<file path="config.mk">
export PLATFORM = sky130hd
export DESIGN_NAME = muldiv_unit
export DESIGN_NICKNAME = d
export VERILOG_FILES = /design/src/rtl/muldiv_unit.sv
export SDC_FILE = /design/constraint.sdc
export NUM_CORES = 1
export LEC_CHECK = 0
export CAP_MARGIN = 0
export CORE_UTILIZATION = 35
export CTS_BUF_LIST = sky130_fd_sc_hd__clkbuf_4 sky130_fd_sc_hd__clkbuf_8
export DETAILED_ROUTE_END_ITERATION = 16
export PLACE_DENSITY = 0.49
export SYNTH_ARGS = -nofsm -noshare
export SYNTH_HDL_FRONTEND = slang
export SYNTH_SLANG_ARGS = --single-unit
</file>
<file path="constraint.sdc">
create_clock -name clock -period 3.85 [get_ports clock]
set_input_delay 0.77 -clock clock [delete_from_list [all_inputs] [get_ports clock]]
set_output_delay 0.77 -clock clock [all_outputs]
set_load 0.1 [all_outputs]
</file>
<file path="src/rtl/muldiv_unit.sv">
// muldiv_unit: iterative RV32M multiply/divide unit.
// Computes MUL/MULH/MULHSU/MULHU/DIV/DIVU/REM/REMU one result bit per cycle
// on operand magnitudes, fixes up signs and special cases in one extra cycle,
// then drives the register-bank write port for a single cycle.
//
// Ports:
//   clock      rising-edge clock
//   reset      synchronous, active-high
//   start      request; accepted when start=1 and busy=0
//   funct3     op select (000 MUL .. 111 REMU)
//   rd         destination register index
//   operand_a  rs1 value
//   operand_b  rs2 value
//   busy       high from the edge after accept until writeback completes
//   done       one-cycle pulse in the writeback cycle
//   wb_we      register-bank write enable (suppressed for rd = 0)
//   wb_sel     register-bank write index
//   wb_data    register-bank write data
module muldiv_unit #(
    parameter int XLEN = 32
) (
    input  logic            clock,
    input  logic            reset,
    input  logic            start,
    input  logic [2:0]      funct3,
    input  logic [4:0]      rd,
    input  logic [XLEN-1:0] operand_a,
    input  logic [XLEN-1:0] operand_b,
    output logic            busy,
    output logic            done,
    output logic            wb_we,
    output logic [4:0]      wb_sel,
    output logic [XLEN-1:0] wb_data
);

    localparam int CW = $clog2(XLEN);

    typedef enum logic [1:0] {IDLE, CALC, FIX, DONE} state_t;

    typedef enum logic [2:0] {
        OP_MUL    = 3'b000,
        OP_MULH   = 3'b001,
        OP_MULHSU = 3'b010,
        OP_MULHU  = 3'b011,
        OP_DIV    = 3'b100,
        OP_DIVU   = 3'b101,
        OP_REM    = 3'b110,
        OP_REMU   = 3'b111
    } op_t;

    state_t              state, state_next;
    op_t                 op_q;
    logic [4:0]          rd_q;
    logic                sign_a, sign_b;
    logic [XLEN-1:0]     mag_a, mag_b;
    logic [CW-1:0]       count;
    logic [2*XLEN-1:0]   acc;

    logic                accept;
    logic                a_signed_in, b_signed_in;
    logic                neg_a_in, neg_b_in;

    logic [XLEN:0]       mul_sum;
    logic [XLEN:0]       rem_sh;
    logic [XLEN+1:0]     div_diff;
    logic [2*XLEN-1:0]   acc_step;

    logic                mul_neg;
    logic [2*XLEN-1:0]   prod;
    logic [XLEN-1:0]     quot, remv, quot_s, rem_s, orig_a;
    logic                b_zero;
    logic [XLEN-1:0]     fix_result;

    assign accept = start && !busy && (state == IDLE);

    // Operand signedness by op: a is signed for MULH/MULHSU/DIV/REM,
    // b only for MULH/DIV/REM.
    always_comb begin
        a_signed_in = (funct3 == OP_MULH) || (funct3 == OP_MULHSU) ||
                      (funct3 == OP_DIV)  || (funct3 == OP_REM);
        b_signed_in = (funct3 == OP_MULH) || (funct3 == OP_DIV) ||
                      (funct3 == OP_REM);
        neg_a_in    = a_signed_in && operand_a[XLEN-1];
        neg_b_in    = b_signed_in && operand_b[XLEN-1];
    end

    // One iteration of either algorithm on the shared accumulator.
    // Multiply: acc = {partial_hi, multiplier}, shift-add then shift right.
    // Divide:   acc = {remainder, dividend/quotient}, restoring shift-subtract.
    always_comb begin
        mul_sum  = {1'b0, acc[2*XLEN-1:XLEN]} + (acc[0] ? {1'b0, mag_b} : '0);
        rem_sh   = {acc[2*XLEN-1:XLEN], acc[XLEN-1]};
        div_diff = {1'b0, rem_sh} - {2'b00, mag_b};
        if (op_q[2]) begin
            if (div_diff[XLEN+1])
                acc_step = {rem_sh[XLEN-1:0], acc[XLEN-2:0], 1'b0};
            else
                acc_step = {div_diff[XLEN-1:0], acc[XLEN-2:0], 1'b1};
        end else begin
            acc_step = {mul_sum, acc[XLEN-1:1]};
        end
    end

    // Sign fix-up and result selection. The signed-overflow case
    // (0x80000000 / -1) falls out of the magnitude path directly:
    // |q| = 2^31 with positive sign encodes as 0x80000000 and rem = 0.
    always_comb begin
        mul_neg    = (op_q == OP_MULHSU) ? sign_a : (sign_a ^ sign_b);
        prod       = mul_neg ? (~acc + 1'b1) : acc;
        quot       = acc[XLEN-1:0];
        remv       = acc[2*XLEN-1:XLEN];
        quot_s     = (sign_a ^ sign_b) ? (~quot + 1'b1) : quot;
        rem_s      = sign_a ? (~remv + 1'b1) : remv;
        orig_a     = sign_a ? (~mag_a + 1'b1) : mag_a;
        b_zero     = (mag_b == '0);
        fix_result = '0;
        unique case (op_q)
            OP_MUL:                       fix_result = prod[XLEN-1:0];
            OP_MULH, OP_MULHSU, OP_MULHU: fix_result = prod[2*XLEN-1:XLEN];
            OP_DIV, OP_DIVU:              fix_result = b_zero ? '1 : quot_s;
            OP_REM, OP_REMU:              fix_result = b_zero ? orig_a : rem_s;
            default:                      fix_result = '0;
        endcase
    end

    always_comb begin
        state_next = state;
        unique case (state)
            IDLE:    if (accept) state_next = CALC;
            CALC:    if (count == CW'(XLEN-1)) state_next = FIX;
            FIX:     state_next = DONE;
            DONE:    state_next = IDLE;
            default: state_next = IDLE;
        endcase
    end

    always_ff @(posedge clock) begin
        if (reset) state <= IDLE;
        else       state <= state_next;
    end

    always_ff @(posedge clock) begin
        if (reset) begin
            op_q    <= OP_MUL;
            rd_q    <= '0;
            sign_a  <= 1'b0;
            sign_b  <= 1'b0;
            mag_a   <= '0;
            mag_b   <= '0;
            count   <= '0;
            acc     <= '0;
            busy    <= 1'b0;
            done    <= 1'b0;
            wb_we   <= 1'b0;
            wb_sel  <= '0;
            wb_data <= '0;
        end else begin
            done    <= 1'b0;
            wb_we   <= 1'b0;
            wb_sel  <= '0;
            wb_data <= '0;
            unique case (state)
                IDLE: begin
                    if (accept) begin
                        op_q   <= op_t'(funct3);
                        rd_q   <= rd;
                        sign_a <= neg_a_in;
                        sign_b <= neg_b_in;
                        mag_a  <= neg_a_in ? (~operand_a + 1'b1) : operand_a;
                        mag_b  <= neg_b_in ? (~operand_b + 1'b1) : operand_b;
                        acc    <= {{XLEN{1'b0}},
                                   neg_a_in ? (~operand_a + 1'b1) : operand_a};
                        count  <= '0;
                        busy   <= 1'b1;
                    end
                end
                CALC: begin
                    acc   <= acc_step;
                    count <= count + 1'b1;
                end
                FIX: begin
                    done    <= 1'b1;
                    wb_we   <= (rd_q != 5'd0);
                    wb_sel  <= rd_q;
                    wb_data <= fix_result;
                end
                DONE: begin
                    busy <= 1'b0;
                end
                default: ;
            endcase
        end
    end

endmodule

</file>
==> impl_results.rst <==
.. list-table::
   :header-rows: 1

   * - Metric
     - Value
   * - Area fraction in and, or, nand and nor cells after synthesis
     - 23.0%
   * - Flip-flop cell with the highest count after synthesis
     - sky130_fd_sc_hd__dfxtp_1
   * - Post-route clock skew
     - 26.6 ps
   * - Leading cell type in the layout, fill and taps excluded
     - sky130_fd_sc_hd__nor2_1
   * - Std-Cell Rows
     - 79
   * - DRC violations left
     - 8
   * - Horizontal die dimension
     - between 200 and 250 um
   * - Final ANT Viol Nets
     - 0
   * - Max Freq
     - about 280 MHz
   * - Detail Placement HPWL
     - around 56000 um
   * - Routability cong.
     - 1.00
   * - Setup repair after global routing missed its margin
     - no
   * - Violated checks
     - DRC
   * - Sequential fraction of the synthesis area
     - 22.2%
   * - Share of synthesized flip-flops with an asynchronous set or reset
     - 0%
   * - Normalized max-slew margin
     - 26.9%
   * - Data arrival time of the worst path
     - 4090 ps
   * - Setup Fix Bufs, Post-CTS
     - 0
   * - Relative contribution of combinational cells to total power
     - 63.3%
   * - Worst hold slack across all endpoints
     - approximately 480 ps
   * - Worst min-delay path class
     - reg2reg
   * - GRT Total Usage
     - 29.5%
   * - Share of cells above drive strength 1
     - 10.4%
   * - Endpoint required time on the critical path
     - ~4300 ps
   * - I/O Pins
     - between 100 and 150
   * - Final hold violation count
     - 0
   * - Most used cells in the layout excluding fill and tap cells
     - 282 x sky130_fd_sc_hd__nor2_1, 215 x sky130_fd_sc_hd__nand2_1, 192 x sky130_fd_sc_hd__a21oi_1
   * - Switching fraction of total power
     - 52.9%
   * - Min Clock Period, post-route
     - 3620 ps
   * - Maximum number of pins on one net before global-route repair
     - 112
   * - First DRT Iteration DRCs
     - 1663
   * - Synth Area in Adders
     - 5.86%
   * - Largest driver fanout on the critical path
     - 9
   * - Max-capacitance violation count
     - 0
   * - Number of antenna violations at the first check in global routing
     - 0
   * - First-pass GRT wire length
     - 106000 um
   * - Transition at the pin with the smallest max-transition slack
     - between 1000 and 1500 ps
   * - Instance count after placement with tap cells included
     - 3043
   * - Cell Int Power
     - 5270 uW
   * - Clock tree from TritonCTS
     - yes
   * - Syn Std Cell Area
     - 16700 um2
   * - Routed wire length per instance
     - 23.2 um
   * - Leakage component of the power
     - 0.00794 uW
   * - Yosys Warn Count
     - 0
   * - Post-Synthesis Cells
     - 2329
   * - Main combinational cell family by area after synthesis
     - compound AO/OA/AOI/OAI gates
   * - Compound-Gate Fraction of Synth Area
     - 26.0%
   * - Worst-case setup margin in the final layout
     - around 230 ps
   * - Number of flip-flops and latches in the synthesized netlist
     - around 190
   * - Number of global-route vias before repair
     - 16616
   * - Initial core utilization
     - 35.7%
   * - Area of the core
     - 46800 um2
   * - Syn Nets
     - 2481
   * - Register-to-Register Path Depth
     - 13
   * - Final-report max-slew violation count
     - 0
   * - Unique cell type count in the Yosys netlist
     - 78
   * - Number of synthesized flops with an enable pin
     - 0
   * - Endpoints failing setup
     - 0
   * - Router iterations before antenna repair
     - 13
   * - # H-tree levels
     - 4
   * - Proportion of synthesized area in mux cells
     - 4.27%
   * - Total negative slack
     - 0 ps
   * - Period Utilization, post-route
     - between 90 and 100%
   * - Synthesized area per cell
     - around 7.2 um2
   * - Worst supply voltage drop on vdd
     - 0.000539 V
   * - Endpoint kind of the worst setup timing path
     - flop
   * - Via count normalized by instance count
     - 5.90
   * - P&R area growth vs syn
     - 17.9%
   * - Number of buffers between clock root and the deepest sink
     - 2
   * - Ant diodes
     - 0
   * - Delay of the slowest cell on the worst path
     - 590 ps
   * - Xor-xnor portion of the synthesized cell area
     - 12.8%
   * - Worst hold path depth
     - 2
   * - Die Footprint
     - ~49000 um2
   * - Clk sinks
     - 185
   * - Portion of total power attributed to sequential cells
     - 24.3%
   * - Total power per unit cell area
     - 568 nW/um2
   * - Port buffer count
     - 114
   * - Final std cell area, no fill
     - 19700 um2
   * - Area after detailed placement
     - 19300 um2
   * - Sw power
     - 5920 uW
   * - Standard cell with the maximum stage delay on the critical path
     - sky130_fd_sc_hd__o311ai_2
   * - Final routed wirelength across all metal layers
     - between 70000 and 80000 um
   * - Result of the run
     - finished, violations left
   * - Startpoint Class
     - flop
   * - Clock latency on the worst-skew pair
     - 600 ps
   * - Final cell count without fillers
     - 3075
   * - Number of buffers created by CTS
     - 17
   * - Cell-by-cell listing of the critical path
     - inv_1 -> ha_1 -> a21o_1 -> a31oi_1 -> a211o_1 -> a31oi_1 -> o31a_1 -> o311ai_2 -> a21oi_2 -> buf_4 -> buf_4 -> mux2i_1 -> o21ai_0
   * - Post-CTS clock slew at the launch and capture registers of the worst setup and hold paths
     - 110 ps
   * - Clock share of power
     - 12.4%
   * - Routed via count
     - 18154
   * - Root Buffer Master
     - sky130_fd_sc_hd__clkbuf_8
   * - Path type of the worst setup path
     - reg2reg
   * - Height of the die
     - approximately 220 um
   * - Number of nets in the layout
     - about 2600
   * - Global-route congestion overflow total
     - 0
   * - Worst slack at placement
     - 236 ps
==> flip-flops by register name, indices dropped and copies added, names as in the netlist <==
register,cells
sign_a,1
sign_b,1
wb_we,1
mag_a,32
wb_data,32
rd_q,5
busy,1
wb_sel,5
acc,64
state,2
mag_b,32
op_q,3
count,5
done,1
==> critical path, delay by kind of cell (launching register included) <==
kind                       cells  cell delay, ps
muxes                          1             180
adders and majority gates      1             390
DFF                            1             480
buffers and inverters          3             480
AOI/OAI and AO/OA              8            1980
==> logic make-up after synthesis <==
group           after synthesis
simple gates                820
flops                       185
compound gates              678
fa+ha+maj                    77
xor+xnor                    244
buf+inv                     258
mux                          67
==> what timing repair did <==
action	4_1_cts	5_1_grt
hold endpoints to repair	0	0
resized for setup	0	2
endpoints found under the setup margin	0	1
hold buffers	0	0
==> power groups by stage <==
stage	Sequential (uW)	Clock (uW)	Combinational, uW
global placement	2740	0	6910
CTS	2700	1430	6940
detailed placement	2750	0	6920
finish	2720	1380	7090
floorplan	2750	0	4350
global route	2760	1510	7600
==> area by class of cell <==
| cell class | instances | area [um2] |
|---|---|---|
| clock buffer | 17 | 234 |
| clock inverter | 15 | 153 |
| fill | 4918 | 27100 |
| inverter | 76 | 285 |
| multi-input combinational | 1886 | 12100 |
| sequential | 185 | 3710 |
| tap | 607 | 759 |
| timing repair buffer | 289 | 2480 |
==> path summary, 6_finish.rpt <==
path / slack (ps) / endpoint / start
worst min register to register: 480 / rd_q[0] / rd_q[0]
worst max-delay path: 230 / acc[40] / mag_b[4]
worst min-delay path: 480 / rd_q[0] / rd_q[0]
worst max register to register: 230 / acc[40] / mag_b[4]
==> per-layer routing <==
layer | vias up | track usage [%] | wire, um
li1 | 8598 | - | -
met1 | 8613 | 44.4 | 33900
met2 | 858 | 41.1 | 28800
met3 | 85 | 6.17 | 6850
met4 | 0 | 8.97 | 1750
met5 | - | 0 | 0
==> per-stage QoR <==
step / power [uW] / utilization [%]
2_1_floorplan: 7100 / -
4_1_cts: 11100 / 42.1
5_1_grt: 11900 / 42.1
3_3_place_gp: 9650 / 41.3
6_report: 11200 / 42.1
3_5_place_dp: 9660 / 41.3
==> synth_stat cells, types with 5 or more instances <==
| library cell | instances | share of area (%) |
|---|---|---|
| sky130_fd_sc_hd__nor2_1 | 285 | 6.4 |
| sky130_fd_sc_hd__nand2_1 | 215 | 4.8 |
| sky130_fd_sc_hd__a21oi_1 | 194 | 5.8 |
| sky130_fd_sc_hd__dfxtp_1 | 185 | 22 |
| sky130_fd_sc_hd__clkbuf_1 | 161 | 3.6 |
| sky130_fd_sc_hd__o21ai_0 | 142 | 4.3 |
| sky130_fd_sc_hd__xnor2_1 | 141 | 7.4 |
| sky130_fd_sc_hd__xor2_1 | 103 | 5.4 |
| sky130_fd_sc_hd__nor3_1 | 80 | 2.4 |
| sky130_fd_sc_hd__a211oi_1 | 77 | 3.5 |
| sky130_fd_sc_hd__inv_1 | 76 | 1.7 |
| sky130_fd_sc_hd__ha_1 | 75 | 5.6 |
| sky130_fd_sc_hd__mux2i_1 | 60 | 3.6 |
| sky130_fd_sc_hd__a21o_1 | 43 | 1.9 |
| sky130_fd_sc_hd__or3_1 | 38 | 1.4 |
| sky130_fd_sc_hd__nand3_1 | 37 | 1.1 |
| sky130_fd_sc_hd__a31oi_1 | 35 | 1.3 |
| sky130_fd_sc_hd__nor4_1 | 33 | 1.2 |
| sky130_fd_sc_hd__o31ai_1 | 30 | 1.3 |
| sky130_fd_sc_hd__a22oi_1 | 22 | 0.99 |
| sky130_fd_sc_hd__and2_1 | 21 | 0.79 |
| sky130_fd_sc_hd__a221oi_1 | 20 | 1.0 |
| sky130_fd_sc_hd__and3_1 | 17 | 0.64 |
| sky130_fd_sc_hd__nand4_1 | 17 | 0.64 |
| sky130_fd_sc_hd__o211ai_1 | 16 | 0.72 |
| sky130_fd_sc_hd__buf_1 | 15 | 0.34 |
| sky130_fd_sc_hd__nand2b_1 | 14 | 0.52 |
| sky130_fd_sc_hd__or4_1 | 12 | 0.54 |
| sky130_fd_sc_hd__or2_2 | 11 | 0.41 |
| sky130_fd_sc_hd__a311oi_1 | 10 | 0.52 |
| sky130_fd_sc_hd__nor2b_1 | 8 | 0.30 |
| sky130_fd_sc_hd__o21a_1 | 8 | 0.36 |
| sky130_fd_sc_hd__a211o_1 | 7 | 0.37 |
| sky130_fd_sc_hd__nand3b_1 | 7 | 0.31 |
| sky130_fd_sc_hd__o221ai_1 | 7 | 0.37 |
| sky130_fd_sc_hd__o22ai_1 | 7 | 0.26 |
| sky130_fd_sc_hd__o41ai_1 | 7 | 0.37 |
| sky130_fd_sc_hd__a2111oi_0 | 6 | 0.31 |
| sky130_fd_sc_hd__nor3b_1 | 6 | 0.27 |
| sky130_fd_sc_hd__buf_2 | 5 | 0.15 |
| sky130_fd_sc_hd__o31a_1 | 5 | 0.26 |
Power figures use the tool's default switching activity.
